==> config.mk <==
export PLATFORM = sky130hd
export DESIGN_NAME = detector_seq_ctrl
export DESIGN_NICKNAME = d
export VERILOG_FILES = /design/src/rtl/detector_seq_ctrl.sv
export SDC_FILE = /design/constraint.sdc
export NUM_CORES = 1
export LEC_CHECK = 0
export CAP_MARGIN = 20
export CELL_PAD_IN_SITES_DETAIL_PLACEMENT = 0
export CELL_PAD_IN_SITES_GLOBAL_PLACEMENT = 1
export CORE_AREA = 4 4 136 138
export DETAILED_ROUTE_END_ITERATION = 7
export DIE_AREA = 0 0 140 142
export PLACE_DENSITY = 0.83
export SYNTH_ARGS = -nofsm -noshare
export SYNTH_HDL_FRONTEND = slang
export SYNTH_SLANG_ARGS = --single-unit
==> constraint.sdc <==
create_clock -name clk -period 6.24 [get_ports clk]
set_input_delay 0.624 -clock clk [delete_from_list [all_inputs] [get_ports clk]]
set_output_delay 0.624 -clock clk [all_outputs]
set_load 0.1 [all_outputs]
==> src/rtl/detector_seq_ctrl.sv <==
// Detector power-up reset/strap sequencer and periodic frame-trigger generator.
// Optional watchdog on dd_vsync is enabled by defining DETECTOR_SEQ_TIMEOUT_EN.
module detector_seq_ctrl #(
  parameter logic [15:0] RST_HOLD_CYC = 16'd1000,
  parameter logic [15:0] SETTLE_CYC   = 16'd5000,
  parameter logic [31:0] MIN_PERIOD   = 32'd64
) (
  input  logic        clk,
  input  logic        rst_n,
  input  logic        enable,
  input  logic        i2c_addr_sel,
  input  logic [31:0] frame_period,
  input  logic [7:0]  trig_width,
  input  logic        dd_vsync,
  output logic        dd_nrst,
  output logic        dd_i2cad,
  output logic        dd_seq_trigger,
  output logic        ready,
  output logic [15:0] frame_cnt,
  output logic        timeout_flag
);

  typedef enum logic [1:0] {StIdle, StRstHold, StSettle, StRun} state_e;

  state_e      state_q;
  logic [15:0] cnt_q;
  logic [31:0] phase_q;
  logic [31:0] period_q;
  logic [31:0] width_q;
  logic [2:0]  vs_sync_q;
  logic        vs_rise;
  logic [31:0] period_new;
  logic [31:0] width_new;
  logic [31:0] phase_inc;
  logic        phase_wrap;

  // Two synchronizer flops; the third flop only serves edge detection.
  always_ff @(posedge clk or negedge rst_n) begin
    if (!rst_n) begin
      vs_sync_q <= 3'b000;
    end else begin
      vs_sync_q <= {vs_sync_q[1:0], dd_vsync};
    end
  end

  assign vs_rise = vs_sync_q[1] & ~vs_sync_q[2];

  always_comb begin
    period_new = (frame_period < MIN_PERIOD) ? MIN_PERIOD : frame_period;
    if (trig_width == 8'd0) begin
      width_new = 32'd1;
    end else if ({24'd0, trig_width} > period_new - 32'd1) begin
      width_new = period_new - 32'd1;
    end else begin
      width_new = {24'd0, trig_width};
    end
    phase_inc  = phase_q + 32'd1;
    phase_wrap = (phase_inc >= period_q);
  end

  always_ff @(posedge clk or negedge rst_n) begin
    if (!rst_n) begin
      state_q        <= StIdle;
      cnt_q          <= 16'd0;
      phase_q        <= 32'd0;
      period_q       <= 32'd0;
      width_q        <= 32'd0;
      dd_nrst        <= 1'b0;
      dd_i2cad       <= 1'b0;
      dd_seq_trigger <= 1'b0;
      ready          <= 1'b0;
      frame_cnt      <= 16'd0;
    end else if (!enable) begin
      state_q        <= StIdle;
      cnt_q          <= 16'd0;
      phase_q        <= 32'd0;
      dd_nrst        <= 1'b0;
      dd_i2cad       <= 1'b0;
      dd_seq_trigger <= 1'b0;
      ready          <= 1'b0;
      frame_cnt      <= 16'd0;
    end else begin
      unique case (state_q)
        StIdle: begin
          state_q  <= StRstHold;
          cnt_q    <= 16'd0;
          dd_i2cad <= i2c_addr_sel;
        end
        StRstHold: begin
          if (cnt_q == RST_HOLD_CYC - 16'd1) begin
            state_q <= StSettle;
            cnt_q   <= 16'd0;
            dd_nrst <= 1'b1;
          end else begin
            cnt_q <= cnt_q + 16'd1;
          end
        end
        StSettle: begin
          if (cnt_q == SETTLE_CYC - 16'd1) begin
            state_q        <= StRun;
            cnt_q          <= 16'd0;
            ready          <= 1'b1;
            phase_q        <= 32'd0;
            period_q       <= period_new;
            width_q        <= width_new;
            dd_seq_trigger <= 1'b1;
          end else begin
            cnt_q <= cnt_q + 16'd1;
          end
        end
        StRun: begin
          if (vs_rise) begin
            frame_cnt <= frame_cnt + 16'd1;
          end
          // Period and width are only resampled at phase 0 so a frame never tears.
          if (phase_wrap) begin
            phase_q        <= 32'd0;
            period_q       <= period_new;
            width_q        <= width_new;
            dd_seq_trigger <= 1'b1;
          end else begin
            phase_q        <= phase_inc;
            dd_seq_trigger <= (phase_inc < width_q);
          end
        end
        default: begin
          state_q <= StIdle;
        end
      endcase
    end
  end

`ifdef DETECTOR_SEQ_TIMEOUT_EN
  logic [32:0] wd_q;
  logic [32:0] wd_limit;

  assign wd_limit = {period_q, 1'b0};

  always_ff @(posedge clk or negedge rst_n) begin
    if (!rst_n) begin
      wd_q         <= 33'd0;
      timeout_flag <= 1'b0;
    end else if (state_q != StRun || !enable) begin
      wd_q         <= 33'd0;
      timeout_flag <= 1'b0;
    end else if (vs_rise) begin
      wd_q <= 33'd0;
    end else if (wd_q + 33'd1 >= wd_limit) begin
      wd_q         <= wd_limit;
      timeout_flag <= 1'b1;
    end else begin
      wd_q <= wd_q + 33'd1;
    end
  end
`else
  assign timeout_flag = 1'b0;
`endif

endmodule

==> results.md, run 1 <==
- In the final design database the tool counted 1081 nets.
- The highest fanout seen on the critical path is 15.
- The final worst clock skew is 0.0120 ns.
- Data on the critical path arrives at its endpoint at 5.57 ns.
- The most used flip-flop cell after synthesis is dfrtp_1.
- The number of violations of the max-capacitance limit is 0.
- The number of port buffers is 64.
- Once detail routing completed, the nets flagged for antenna violations numbered 0.
- The startpoint identified for the worst register-to-register timing path is phase_q[0].
- The first global-routing pass estimated 31.4 mm of wire.
- Across all layers, the routed design uses 6590 vias.
- For this design the ratio of total power to cell area is 295 nW/um^2.
- In the routed layout, each cell is associated on average with a via count of 5.51.
- Of the cells placed in the final design, the portion with a size suffix greater than 1 is 0.0608.
- For this run, the total global-route usage over all layers was measured as 0.194.
- The number of failing setup endpoints in the final timing report is 0.
- In this run, synthesis inferred 0 flip-flops with an integrated enable.
- In this run, the number of DRC markers left after iteration 0 of detailed routing was 276.
- The number of hold-slack violations in the final timing report is 0.
- The sink count of the clock tree is 137.
- The via count of the first global-routing pass was 6408.
- The number of hold buffers added after CTS was 0.
- Row generation in the floorplan step produced 48 rows.
- The floorplan step defined a die boundary enclosing 19900 sq um.
- The HPWL after detailed placement is 13.6 mm.
- The run finished with clean final reports.
- The repair_antennas step left the layout with diodes totalling 0.
- The synthesized cell area is 8330 sq um.
- The clock transition time at the flip-flop clock pins of the worst setup and hold paths is 0.06 ns.
- Measured on the finished design, the core utilization comes to 0.565.
- The longest clock path from root to sink contains 2 buffers.
- The distinct cell type count of the synthesized netlist is 73.
- The number of iterations in the first detailed-routing pass is 4.
- The post-CTS setup buffer count is 0.
- The routed wirelength normalized by instance count is 15.5 um.
- The kind of path behind the tightest hold check is in2async.
- The worst-case headroom to the max-slew limit is 0.341.
- dfrtp_1 takes more of the synthesized area than any other cell.
- At the worst endpoint, the required time is 6.56 ns.
- Yosys instantiated no cell more often than dfrtp_1.
- The endpoint type of the worst setup path is a flip-flop.
- The overall die height is 142 um.
- The insertion delay of the later-clocked pin in the worst-skew pair is 0.43 ns.
- The net count of the mapped netlist is 1029.
- Counting the buffers created by CTS gives 17.
- In this run the clock root is driven by a clkbuf_16.
- The aggregate routed wire length is 18.5 mm.
- The setup total negative slack is 0 ns.
- Yosys attributes the largest share of cell area to dfrtp_1 (41%), ha_1 (12%), o21ai_0 (5.2%), nor2_1 (3.5%), inv_1 (3.3%).
- After global routing the overflow that remains totals 0.
- The static leakage is 4.41 nW.
- TritonCTS built the clock tree.
- The pin slew with the least headroom to its limit is 0.985 ns.
- The weighted congestion at the end of routability-driven global placement is 0.886.
- The share of synthesized area occupied by flip-flops and latches is 0.411.
- The die boundary width is 140 um.
- In this run the count of I/O pins placed on the die edge is 66.
- The commonest cells after synthesis are dfrtp_1 (137), o21ai_0 (86), ha_1 (79).
- Setup repair after global routing left no endpoint under its margin.
- The area growth from synthesis to layout is 16.5%.
- After synthesis the netlist holds a flip-flop and latch count of 137.
- Entering global routing, the biggest net connects 77 pins.
- The mean area per synthesized cell is 9.21 sq um.
- The post-synthesis cell count is 905.
- The type of origin of the critical path is an input pin.
- The top-area cell type share of the netlist area is 0.411.
- In the finished design, the share of the clock period the worst path needs comes to 0.842.
- Based on the critical path, the design can be clocked at up to 190 MHz.
- Counting flops with an async set or reset pin after synthesis yields a share of 1.00.
- The post-cts gate resize count is 0.
- The residual DRC count is 0.
- The final critical path time including I/O delays and setup is 5.26 ns.
- The worst setup path is of the in2reg kind.
- The count of final max-slew check failures is 0.
- VDD sags by at most 0.185 mV.
- The core region is 17200 sq um.
- The launching element of the worst setup path is frame_period[23].
- The Yosys step of the flow raised 0 warnings.
- The H-tree was split into 4 levels.
- The number of antenna violations at the first check in global routing was 0.
- The initial utilization of the core area, before any placement, comes to 0.485.
[worst max-delay path: stages]
cell             delay, ns
clkdlybuf4s50_1       0.47
nor4_1                0.51
nand4_1               0.36
nor3_1                0.44
nand2_1               0.18
nand2_1               0.20
ha_1                  0.43
nand2_1               0.09
a32oi_1               0.26
ha_1                  0.29
nand4_1               0.09
nor2_1                0.06
nor4_1                0.19
o21ai_0               0.15
a221oi_1              0.27
nand4_2               0.36
mux2_1                0.42
o22a_1                0.16
[metal layers]
layer / part of all wire / track usage / up-vias
li1: - / - / 3320
met1: 0.48 / 0.269 / 3141
met2: 0.47 / 0.311 / 110
met3: 0.034 / 0.0380 / 19
met4: 0.015 / 0.0581 / 0
met5: 0 / 0 / -
[flip-flops by register name, indices dropped and copies added, names as in the netlist]
signal	flops
frame_cnt	16
period_q	32
ready	1
dd_i2cad	1
phase_q	32
width_q	32
vs_sync_q	3
dd_nrst	1
dd_seq_trigger	1
state_q	2
cnt_q	16
[cell families (layout without fill, tap and decap cells)]
family | count (synthesis) | after routing | synth area share
mux | 5 | 5 | 0.00616
flops | 137 | 137 | 0.411
simple gates | 314 | 314 | 0.194
fa+ha+maj | 79 | 79 | 0.119
other cells | 1 | 1 | 0.000450
buf+inv | 111 | 176 | 0.0532
xor+xnor | 52 | 52 | 0.0556
compound gates | 206 | 206 | 0.161
[per-stage QoR]
stage | instances | hold slack, ns | setup slack (ns) | total power (W) | area [sq um]
after floorplan | 905 | 0.328 | 1.92 | 0.00170 | 8330
after global placement | 1163 | 0.335 | 0.679 | 0.00192 | 9140
after detailed placement | 1163 | 0.343 | 0.539 | 0.00193 | 9140
after CTS | 1195 | 0.249 | 0.971 | 0.00290 | 9700
after global routing | 1195 | 0.266 | 0.661 | 0.00308 | 9700
final | 1195 | 0.196 | 0.983 | 0.00286 | 9700
[layout make-up]
type,count,area (sq um)
well taps,225,282
multi-input cells,657,4470
clock inverters,13,123
fillers,1599,7470
clock buffers,19,443
repair buffers,69,679
inverters,75,282
flip-flops and latches,137,3430
[cell usage in the layout (no fill, tap or decap), drive strengths merged, types with 17 or more instances in the layout]
cell,netlist,routed
a21oi,20,20
o21ai,91,91
nand4,32,32
and2,17,17
inv,75,77
xor2,21,21
a22o,18,18
dfrtp,137,137
clkdlybuf4s50,0,63
xnor2,31,31
nand2,74,74
clkbuf,24,19
nand3,34,34
nor2,80,80
ha,79,79
[power by group]
group	switching, W	leakage (nW)	total, W	internal, W
registers	0.0000656	1.78	0.00116	0.00109
logic	0.000465	2.38	0.000752	0.000286
clock network	0.000392	0.254	0.000952	0.000560
[path summary, 6_finish.rpt]
path | endpoint | slack [ns] | cells past startpoint
hold reg to reg | vs_sync_q[1] | 0.35 | 0
setup reg to reg | phase_q[17] | 1.21 | 16
hold / removal | frame_cnt[14] | 0.20 | 1
min in group clk | vs_sync_q[1] | 0.35 | 0
setup / recovery | width_q[0] | 0.98 | 18
max in group asynchronous | period_q[6] | 4.79 | 2
Note: power is estimated with default switching activity, not from simulation.
==> run 2: changes to the inputs <==
--- a/config.mk
+++ b/config.mk
@@ -8,10 +8,10 @@
 export CAP_MARGIN = 20
 export CELL_PAD_IN_SITES_DETAIL_PLACEMENT = 0
 export CELL_PAD_IN_SITES_GLOBAL_PLACEMENT = 1
-export CORE_AREA = 4 4 136 138
+export CORE_AREA = 4 4 140 142
 export DETAILED_ROUTE_END_ITERATION = 7
-export DIE_AREA = 0 0 140 142
-export PLACE_DENSITY = 0.83
+export DIE_AREA = 0 0 144 146
+export PLACE_DENSITY = 0.79
 export SYNTH_ARGS = -nofsm -noshare
 export SYNTH_HDL_FRONTEND = slang
 export SYNTH_SLANG_ARGS = --single-unit
==> constraint.sdc (replaced) <==
create_clock -name clk -period 5.3 [get_ports clk]
set_input_delay 0.53 -clock clk [delete_from_list [all_inputs] [get_ports clk]]
set_output_delay 0.53 -clock clk [all_outputs]
set_load 0.1 [all_outputs]
==> results.md, run 2 (synthesis results as in run 1) <==
- The maximum number of buffers from clock root to sink is 2.
- The endpoint required time on the critical path is 5.62 ns.
- The die is 144 um wide.
- The root buffer selected by CTS is clkbuf_16.
- The most frequent standard cell in the layout excluding fill and tap cells is dfrtp_1.
- Dividing total power by cell area gives a power density of 359 nW/um^2.
- The finished layout holds 1213 standard cells, fillers aside.
- After floorplanning, the core was divided into 50 placement rows.
- The clock tree synthesis step divided the H-tree into 4 levels.
- Of the available clock period, the critical path in the final layout requires 0.897.
- 0 antenna diodes ended up in the layout.
- The setup total negative slack is 0 ns.
- The core region is 18500 sq um.
- The worst register-to-register path ends at period_q[20].
- The minimum setup slack after placement is 0.551 ns.
- The routed layout has 6638 vias.
- Of all nets on the critical path, the largest fanout is 29.
- The initial cell density of the core is 0.451.
- The flow ran to the end, and the final reports show no timing, DRC or antenna violations.
- The largest registers in the layout are period_q: 32 flops, phase_q: 32 flops, width_q: 32 flops.
- The insertion delay of the later-clocked pin in the worst-skew pair is 0.42 ns.
- The die is 146 um tall.
- In this run the register-to-register setup slack is 0.55 ns.
- TritonCTS built the clock tree.
- The number of hold-slack violations in the final timing report is 0.
- The HPWL after detailed placement is 14.3 mm.
- Max-cap violations in this run came to 0.
- The post-cts gate resize count is 0.
- The setup slack of the critical path after layout is 0.547 ns.
- For this run the aggregate overflow at the end of global routing stands at 0.
- In this run the static leakage power is 4.51 nW.
- The clock transition time at the flip-flop clock pins of the worst setup and hold paths is 0.06 ns.
- Dividing the detail-routed wire length by the instance count gives 15.8 um.
- Walking the worst path, the cells encountered are ha_1, nand2_1, or3_1, or3_1, nor3_2, nand2_1, xnor2_1, ha_1, o21a_1, o21ai_0, a21oi_1, o21a_1, a211oi_2, buf_4, nor2_4, buf_4, buf_4, o21ai_0.
- Counting the fill cells in the layout gives 1719.
- The number of buffers created by CTS is 17.
- The number of antenna violations at the first check in global routing is 0.
- On the worst path, the slowest cell contributes a delay of 0.50 ns.
- The final worst clock skew is 0.00789 ns.
- For the worst setup path, the data arrival time is 5.08 ns.
- The aggregate routed wire length is 19.2 mm.
- The final core utilization is 0.533.
- The post-route antenna net violation count is 0.
- The kind of path behind the tightest hold check is in2async.
- The post-cts hold buffer count is 0.
- By instance count, the cell type seen most on the critical path is buf_4.
- For this run, the top clock speed supported by timing is 210 MHz.
- At the pin with the least slew margin, the transition time is 0.987 ns.
- The final-stage net count is 1090.
- The worst-case headroom to the max-slew limit is 0.340.
- The instance count after placement with tap cells included is 1181.
- The post-synthesis to final-layout area growth is 18.2%.
- The residual DRC count is 0.
- The peak supply drop is 0.200 mV.
- For this block, the initial DRC count from the detailed router was 426.
- 66 I/O pins were placed.
- The die covers 21000 sq um.
- The final critical path time including I/O delays and setup is 4.75 ns.
- The number of iterations in the first detailed-routing pass is 5.
- The clock net in this run drives a total of 137 sinks.
- The number of port buffers is 64.
- The depth of the worst register-to-register path is 18.
- The count of final max-slew check failures is 0.
- The worst setup path is launched from a flip-flop.
- The worst setup path is captured at a flip-flop.
- Using the TritonRoute via totals, the vias-per-cell ratio works out to 5.47.
- For this design, the slowest cell found on the critical path is dfrtp_1.
- Setup violations remaining at the end of the flow were counted as 0.
- In the layout the commonest cells are dfrtp_1 (137), o21ai_0 (86), ha_1 (79).
- The fraction of final layout cells with drive strength greater than 1 is 0.0695.
- The start of the worst register-to-register path is phase_q[0].
- The global-route wire length before repair is 32.6 mm.
- Across every metal layer, demand over resource in global routing totals 0.192.
- Setup repair after global routing left no endpoint under its margin.
- The via count of the first global-routing pass is 6521.
- Once the clock tree was built, the setup fixing pass inserted 0 buffers.
- The kind of critical path is reg2reg.
- Entering global routing, the biggest net connects 96 pins.
- The weighted congestion at the end of routability-driven global placement is 0.882.
[run 2: cell types whose count changed in the layout (fill, tap and decap cells not counted), sizes merged]
| cell | before | now |
|---|---|---|
| inv | 77 | 76 |
| clkinv | 3 | 4 |
| clkbuf | 19 | 20 |
| buf | 6 | 15 |
| clkinvlp | 7 | 3 |
| bufinv | 1 | 4 |
[run 2: power by group]
group	internal, W	total, W	switching, W
sequential	0.00129	0.00137	0.0000792
clock	0.000810	0.00126	0.000451
combinational	0.000343	0.000913	0.000570
[run 2: how the worst max path moves through the flow]
stage / startpoint / to / slack, ns / depth (start not counted)
after floorplan: frame_period[12] / width_q[0] / 1.07 / 19
after global placement: phase_q[0] / period_q[30] / 0.59 / 19
after detailed placement: phase_q[0] / period_q[31] / 0.55 / 19
after CTS: phase_q[0] / period_q[30] / 0.54 / 19
after global routing: phase_q[0] / period_q[21] / 0.25 / 19
final: phase_q[0] / period_q[20] / 0.55 / 18
[run 2: metrics by stage]
step	instance area [sq um]	hold slack [ns]	total power (W)
final	9850	0.185	0.00354
after floorplan	8330	0.234	0.00200
after global placement	9220	0.336	0.00227
after global routing	9850	0.276	0.00378
after detailed placement	9220	0.340	0.00229
after CTS	9850	0.230	0.00357
[run 2: routing by layer]
layer | wire (um) | track usage | vias up | share of wire
li1 | - | - | 3334 | -
met1 | 9400 | 0.273 | 3147 | 0.49
met2 | 8780 | 0.297 | 130 | 0.46
met3 | 654 | 0.0345 | 27 | 0.034
met4 | 367 | 0.0589 | 0 | 0.019
met5 | 0 | 0 | - | 0
[run 2: cell type report]
| class | instances | area (sq um) | area share |
|---|---|---|---|
| Timing Repair Buffer | 78 | 747 | 0.0759 |
| Clock buffer | 20 | 457 | 0.0464 |
| Sequential cell | 137 | 3430 | 0.348 |
| Inverter | 75 | 282 | 0.0286 |
| Tap cell | 234 | 293 | 0.0297 |
| Clock inverter | 12 | 171 | 0.0174 |
| Multi-Input combinational cell | 657 | 4470 | 0.454 |
[run 2: critical path: cells and delay by family, from the launching register on]
kind	cells	cell delay (ns)
buffers and inverters	3	0.71
flip-flops	1	0.50
XOR/XNOR	1	0.25
AND/OR/NAND/NOR	6	1.52
AO/OA/AOI/OAI	6	0.97
adder cells (fa/ha/maj)	2	0.69
